File: config.mk
export PLATFORM = sky130hd
export DESIGN_NAME = regfile_mp_flat
export DESIGN_NICKNAME = d
export VERILOG_FILES = /design/src/rtl/regfile_mp_if.sv /design/src/rtl/regfile_mp.sv /design/src/flat_wrapper.sv
export SDC_FILE = /design/constraint.sdc
export NUM_CORES = 2
export LEC_CHECK = 0
export BUFFER_PORTS_ARGS = -buffer_cell sky130_fd_sc_hd__buf_2
export CORE_UTILIZATION = 45
export CTS_CLUSTER_SIZE = 25
export DETAILED_ROUTE_END_ITERATION = 8
export GPL_ROUTABILITY_DRIVEN = 0
export PLACE_DENSITY_LB_ADDON = 0.25
export SLEW_MARGIN = 25
export SYNTH_ARGS = -nofsm -noshare
export SYNTH_HDL_FRONTEND = slang
export SYNTH_SLANG_ARGS = --single-unit
File: constraint.sdc
create_clock -name clk_i -period 7.5 [get_ports clk_i]
set_clock_uncertainty 0.15 [all_clocks]
set_input_delay 0.375 -clock clk_i [delete_from_list [all_inputs] [get_ports clk_i]]
set_output_delay 0.375 -clock clk_i [all_outputs]
set_load 0.01 [all_outputs]
File: src/rtl/regfile_mp_if.sv
// Read/write-back bus between decode, execute/memory write-back and the register file.
interface regfile_mp_if #(
    parameter int unsigned DATA_W = 64,
    parameter int unsigned IDX_W  = 4
);
    logic [IDX_W-1:0]  src_a;
    logic [IDX_W-1:0]  src_b;
    logic [IDX_W-1:0]  dst_e;
    logic [IDX_W-1:0]  dst_m;
    logic [DATA_W-1:0] val_e;
    logic [DATA_W-1:0] val_m;
    logic [DATA_W-1:0] val_a;
    logic [DATA_W-1:0] val_b;
    logic              ready;
    logic              err;

    modport master (
        output src_a, src_b, dst_e, dst_m, val_e, val_m,
        input  val_a, val_b, ready, err
    );

    modport slave (
        input  src_a, src_b, dst_e, dst_m, val_e, val_m,
        output val_a, val_b, ready, err
    );
endinterface

File: src/rtl/regfile_mp.sv
// Multi-port register file: two combinational read ports, two write-back ports
// (M beats E on a shared destination), optional write-to-read bypass and a
// sequential init fill after reset instead of an array reset.
module regfile_mp #(
    parameter int unsigned      DATA_W    = 64,
    parameter int unsigned      NREGS     = 15,
    parameter int unsigned      IDX_W     = 4,
    parameter logic [IDX_W-1:0] NONE_ID   = '1,
    parameter bit               BYPASS    = 1'b1,
    parameter bit               INIT_MODE = 1'b1
) (
    input logic          clk_i,
    input logic          rst_n_i,
    regfile_mp_if.slave  bus
);
    localparam int unsigned      CNT_W     = (NREGS > 1) ? $clog2(NREGS) : 1;
    localparam logic [CNT_W-1:0] LAST_IDX  = CNT_W'(NREGS - 1);
    localparam logic [IDX_W-1:0] NREGS_IDX = IDX_W'(NREGS);

    typedef enum logic {
        ST_INIT = 1'b0,
        ST_RUN  = 1'b1
    } state_t;

    state_t            state_q, state_d;
    logic [CNT_W-1:0]  cnt_q, cnt_d;
    logic              ready_q, ready_d;
    logic              err_q, err_d;
    logic [DATA_W-1:0] regs [NREGS];

    logic              run;
    logic              we_e, we_m;
    logic              oor_e, oor_m;
    logic [DATA_W-1:0] init_val;

    assign run      = (state_q == ST_RUN);
    assign we_e     = run && (bus.dst_e != NONE_ID) && (bus.dst_e <  NREGS_IDX);
    assign we_m     = run && (bus.dst_m != NONE_ID) && (bus.dst_m <  NREGS_IDX);
    assign oor_e    = run && (bus.dst_e != NONE_ID) && (bus.dst_e >= NREGS_IDX);
    assign oor_m    = run && (bus.dst_m != NONE_ID) && (bus.dst_m >= NREGS_IDX);
    assign init_val = INIT_MODE ? DATA_W'(cnt_q) : '0;

    // State, fill counter and status flags.
    always_ff @(posedge clk_i or negedge rst_n_i) begin
        if (!rst_n_i) begin
            state_q <= ST_INIT;
            cnt_q   <= '0;
            ready_q <= 1'b0;
            err_q   <= 1'b0;
        end else begin
            state_q <= state_d;
            cnt_q   <= cnt_d;
            ready_q <= ready_d;
            err_q   <= err_d;
        end
    end

    // Next state: one init entry per cycle, then RUN until reset; err is sticky.
    always_comb begin
        state_d = state_q;
        cnt_d   = cnt_q;
        ready_d = ready_q;
        err_d   = err_q;
        case (state_q)
            ST_INIT: begin
                cnt_d = cnt_q + CNT_W'(1);
                if (cnt_q == LAST_IDX) begin
                    state_d = ST_RUN;
                    ready_d = 1'b1;
                    cnt_d   = '0;
                end
            end
            ST_RUN: begin
                err_d = err_q | oor_e | oor_m;
            end
            default: begin
                state_d = ST_INIT;
            end
        endcase
    end

    // Array update: init fill, else E then M so M wins a shared destination.
    always_ff @(posedge clk_i) begin
        if (!run) begin
            regs[cnt_q] <= init_val;
        end else begin
            if (we_e) regs[CNT_W'(bus.dst_e)] <= bus.val_e;
            if (we_m) regs[CNT_W'(bus.dst_m)] <= bus.val_m;
        end
    end

    // Read mux: invalid index -> 0, then M bypass, then E bypass, then array.
    function automatic logic [DATA_W-1:0] read_port(input logic [IDX_W-1:0] src);
        logic [DATA_W-1:0] v;
        if (!run || (src == NONE_ID) || (src >= NREGS_IDX)) begin
            v = '0;
        end else if (BYPASS && we_m && (bus.dst_m == src)) begin
            v = bus.val_m;
        end else if (BYPASS && we_e && (bus.dst_e == src)) begin
            v = bus.val_e;
        end else begin
            v = regs[CNT_W'(src)];
        end
        return v;
    endfunction

    assign bus.val_a = read_port(bus.src_a);
    assign bus.val_b = read_port(bus.src_b);
    assign bus.ready = ready_q;
    assign bus.err   = err_q;
endmodule

File: src/flat_wrapper.sv
// flat-port wrapper written by rule: the top's interface ports become plain ports
module regfile_mp_flat 
#(
    parameter int unsigned      DATA_W    = 64,
    parameter int unsigned      NREGS     = 15,
    parameter int unsigned      IDX_W     = 4,
    parameter logic [IDX_W-1:0] NONE_ID   = '1,
    parameter bit               BYPASS    = 1'b1,
    parameter bit               INIT_MODE = 1'b1
)
  (clk_i, rst_n_i, bus_src_a, bus_src_b, bus_dst_e, bus_dst_m, bus_val_e, bus_val_m, bus_val_a, bus_val_b, bus_ready, bus_err);
  regfile_mp_if #(.DATA_W(DATA_W), .IDX_W(IDX_W)) bus_i ();
  input logic clk_i;
  input logic rst_n_i;
  input wire logic [$bits(bus_i.src_a)-1:0] bus_src_a;
  input wire logic [$bits(bus_i.src_b)-1:0] bus_src_b;
  input wire logic [$bits(bus_i.dst_e)-1:0] bus_dst_e;
  input wire logic [$bits(bus_i.dst_m)-1:0] bus_dst_m;
  input wire logic [$bits(bus_i.val_e)-1:0] bus_val_e;
  input wire logic [$bits(bus_i.val_m)-1:0] bus_val_m;
  output wire logic [$bits(bus_i.val_a)-1:0] bus_val_a;
  output wire logic [$bits(bus_i.val_b)-1:0] bus_val_b;
  output wire logic [$bits(bus_i.ready)-1:0] bus_ready;
  output wire logic [$bits(bus_i.err)-1:0] bus_err;
  assign bus_i.src_a = bus_src_a;
  assign bus_i.src_b = bus_src_b;
  assign bus_i.dst_e = bus_dst_e;
  assign bus_i.dst_m = bus_dst_m;
  assign bus_i.val_e = bus_val_e;
  assign bus_i.val_m = bus_val_m;
  assign bus_val_a = bus_i.val_a;
  assign bus_val_b = bus_i.val_b;
  assign bus_ready = bus_i.ready;
  assign bus_err = bus_i.err;
  regfile_mp #(.DATA_W(DATA_W), .NREGS(NREGS), .IDX_W(IDX_W), .NONE_ID(NONE_ID), .BYPASS(BYPASS), .INIT_MODE(INIT_MODE)) u_core (.clk_i(clk_i), .rst_n_i(rst_n_i), .bus(bus_i));
endmodule
==> key figures <==
Outcome
  – Status: finished, final reports clean

Synthesis
  – Mapped Area: between 0.05 and 0.06 sq mm
  – Net Count, Synth: 5523
  – Post-synthesis mux area share: a little under a fifth
  – Xor and xnor area share after synthesis: less than 1%
  – Post-synthesis async set-or-reset flop share: less than 1%
  – Top cells by area, synth: edfxtp_1, mux4_2, o21ai_0, nand2_1, mux2i_1
  – Synth top area share: 49.6%
  – Sequential-to-total area share from yosys stat: 49.9%
  – Yosys cell types: 59
  – Simple-gate share of the synthesized area: roughly a tenth
  – Largest area contributor in the netlist: edfxtp_1
  – Synth Area in Adders: 0%
  – Compound-Gate Fraction of Synth Area: 16.6%
  – Main synth FF type: edfxtp_1
  – Syn avg cell area: about 11 sq um
  – Synth Instances: 5377
  – Largest family of logic cells by synthesized area: multiplexers
  – YS warnings: 0
  – Synth Register Bits: 967
  – EDFF count, synth: 960

Global routing
  – Largest net degree at the start of global routing: approximately 130
  – Vias in the first global route: 44200
  – First-pass GRT wire length: between 300 and 400 mm
  – Initial antenna violation count: 18
  – Total track usage: 33.2%
  – Grt total ovfl: 0

Routing
  – Post-route DRC violation count: 0
  – Antenna viol nets, final: 0
  – Vias: about 47000
  – DR iter-0 viols: roughly 7200
  – Final wirelength: 222 mm
  – DRT Pass-1 Iters: 6
  – Via density: around 6.7
  – DR WL/cell: 31.9 um

Power
  – Max VDD drop: around 0.00019 V
  – P_leak: 0.0213 uW
  – Power per Cell Area: 215 mW/mm^2
  – Total chip power: 13700 uW

Clock tree
  – Clock Pin Slew Worst Setup and Hold Paths: 0.06 ns
  – Worst skew pair latency: 0.71 ns
  – Clock Sinks: approximately 970
  – Total CTS buffers: 109
  – Clock Path Buffers: 3
  – H-tree levels: 3
  – CTS tree: yes
  – Clock root buffer: clkbuf_16
  – CTS resizes: 0

STA
  – Hold_ws: 0.0332 ns
  – Endpoints failing setup: 0
  – Final Slew Violations: 0
  – Final hold vios: 0
  – Max-slew headroom: roughly a fifth
  – Final min period: 5.22 ns
  – TNS Setup: 0 ns
  – Worst slew pin tran: 1.21 ns
  – Max Freq: 0.192 GHz
  – RSZ-0062 raised after global routing: false
  – Final Cycle Share: between 60% and 70%

Layout
  – Footprint of the multi-input gates: 0.0265 sq mm
  – Nets: 5359
  – Area delta synth->final: 9.35%
  – FF/Latch Area: between 0.02 and 0.03 sq mm
  – Final std cells w/o fill: 6968
  – Fill count: 11300
  – Fraction of layout cells with a size suffix above 1: around a fifth

Critical path
  – Worst r2r dst: u_core.regs[0][7]$_DFFE_PP_
  – Worst Setup End Kind: output pin
  – Worst r2r src: u_core.run$_DFF_PN0_
  – Max stage delay on crit path: 0.91 ns
  – CP Cell Sequence: o21a_4 -> a2bb2o_4 -> buf_4 -> nor3_1 -> nor2_1 -> buf_2
  – CP Launch Type: register
  – Crit path max-delay cell type: dfrtp_1
  – Crit Path Class: reg2out
  – R2r worst-path depth: 5
  – WP data required: around 7.0 ns
  – Data arrival, critical path: roughly 4.7 ns
  – Largest fanout on the critical path: 39
  – R2R Setup Slk: ~3.1 ns

Floorplanning
  – Placeable Area: 0.128 sq mm
  – DIE WIDTH: 361 um
  – Overall die height: 361 um
  – Die area: 0.131 sq mm
  – Initial Util: between 40% and 50%
  – Row cnt: around 130
  – I/O pins: 276

Hold path
  – Min-Delay Path Class: in2reg
  – Hold endpoint: u_core.regs[1][22]$_DFFE_PP_
  – Hold path depth: 3
  – Hold_sp: bus_val_m[22]

Placed design
  – PortBufs: approximately 280
  – DP Cell Count: 6752
  – Post-DP HPWL: around 120 mm

Flow run
  – Max-cap violations: 0
-- synth_stat cells (4+ instances only) --
cell / count
nand2_1: 1046
o21ai_0: 1005
edfxtp_1: 960
clkbuf_1: 430
mux4_2: 303
nor2_1: 296
mux2i_1: 275
buf_2: 137
a21oi_1: 115
o221ai_1: 81
mux2_2: 73
nand3_1: 55
a31oi_1: 51
a22o_1: 48
o211ai_1: 47
o211a_1: 46
o22a_1: 46
a2111oi_2: 43
o21ai_1: 41
buf_1: 39
buf_4: 39
o22ai_1: 30
nor3_1: 28
a221oi_1: 18
buf_6: 17
mux2_1: 15
nand2b_1: 8
xnor2_1: 8
xor2_1: 8
dfrtp_1: 7
and3_1: 6
nor2b_1: 6
inv_1: 5
and2_1: 4
buf_8: 4
-- per-layer routing --
layer | track usage, % | wire length, um
met5 | 0 | 109
met3 | 8.24 | 29200
met4 | 15.1 | 10900
met1 | 43.7 | 81300
met2 | 51.7 | 101000
-- cell families after synthesis --
group,Yosys count
multiplexers,666
flip-flops,967
XOR/XNOR,16
AND/OR/NAND/NOR,1468
buffers and inverters,671
AO/OA/AOI/OAI,1589
-- state kept, by name, summed over array words and instances (netlist names) --
name              cells
u_core.regs         960
u_core.cnt_q          4
u_core.bus.err        1
u_core.bus.ready      1
u_core.run            1
-- layout by cell type, fill, tap and decap left out, drive strengths merged, types with 6 or more instances in the layout --
| cell | n |
|---|---|
| clkinv | 44 |
| a22o | 48 |
| nor3 | 30 |
| o211ai | 48 |
| xor2 | 8 |
| mux4 | 303 |
| a2111oi | 46 |
| nor2b | 6 |
| a221oi | 18 |
| nand2b | 8 |
| nand2 | 1048 |
| buf | 382 |
| o22a | 46 |
| bufinv | 10 |
| inv | 7 |
| and3 | 6 |
| dlygate4sd3 | 8 |
| o22ai | 30 |
| o211a | 46 |
| clkbuf | 145 |
| o21ai | 1047 |
| edfxtp | 960 |
| mux2i | 275 |
| mux2 | 88 |
| xnor2 | 8 |
| nand3 | 55 |
| dfrtp | 7 |
| a21oi | 115 |
| a31oi | 51 |
| o221ai | 81 |
| nor2 | 296 |
-- how the worst max path moves through the flow --
stage,from,to,slack [ns],depth (start not counted)
6_report,u_core.run$_DFF_PN0_,bus_val_b[0],2.28,6
5_1_grt,u_core.run$_DFF_PN0_,bus_val_b[0],2.33,6
4_1_cts,u_core.run$_DFF_PN0_,bus_val_b[19],2.46,6
3_5_place_dp,bus_src_a[0],bus_val_a[38],2.85,8
3_3_place_gp,bus_src_a[0],bus_val_a[38],2.79,8
2_1_floorplan,bus_dst_e[3],u_core.regs[13][0]$_DFFE_PP_,0.91,8
-- worst max-delay path, delay by kind of cell (launching register included) --
kind            cells  cell delay, ns
compound gates      2            1.57
buf+inv             2            0.91
flops               1            0.91
simple gates        2            0.52
-- where the power goes --
group          switching, uW  total, uW  leakage (uW)  internal, uW
clock                   2310       5370       0.00169          3060
sequential              38.4       6160       0.00910          6120
combinational           1440       2130        0.0105           688
-- stage by stage --
| stage | setup slack [ns] | utilization, % | area, sq um |
|---|---|---|---|
| after global placement | 2.79 | 46.8 | 59800 |
| after floorplan | 0.911 | - | 58100 |
| after detailed placement | 2.85 | 46.8 | 59900 |
| after global routing | 2.33 | 49.7 | 63600 |
| after CTS | 2.46 | 49.6 | 63500 |
| final | 2.28 | 49.7 | 63600 |
-- area by class of cell --
class	count	area share, %
diodes	3	0.0118
inverters	5	0.0295
clock inverters	57	0.923
well taps	1662	3.27
flip-flops and latches	967	45.6
repair buffers	391	3.91
multi-input cells	3739	41.7
clock buffers	144	4.56
-- what timing repair did --
item                                   CTS  global route
setup buffers                            0             0
hold buffers                             8             0
setup endpoints to repair                0             0
endpoints found under the hold margin   22             0
Note: power is estimated with default switching activity, not from simulation.
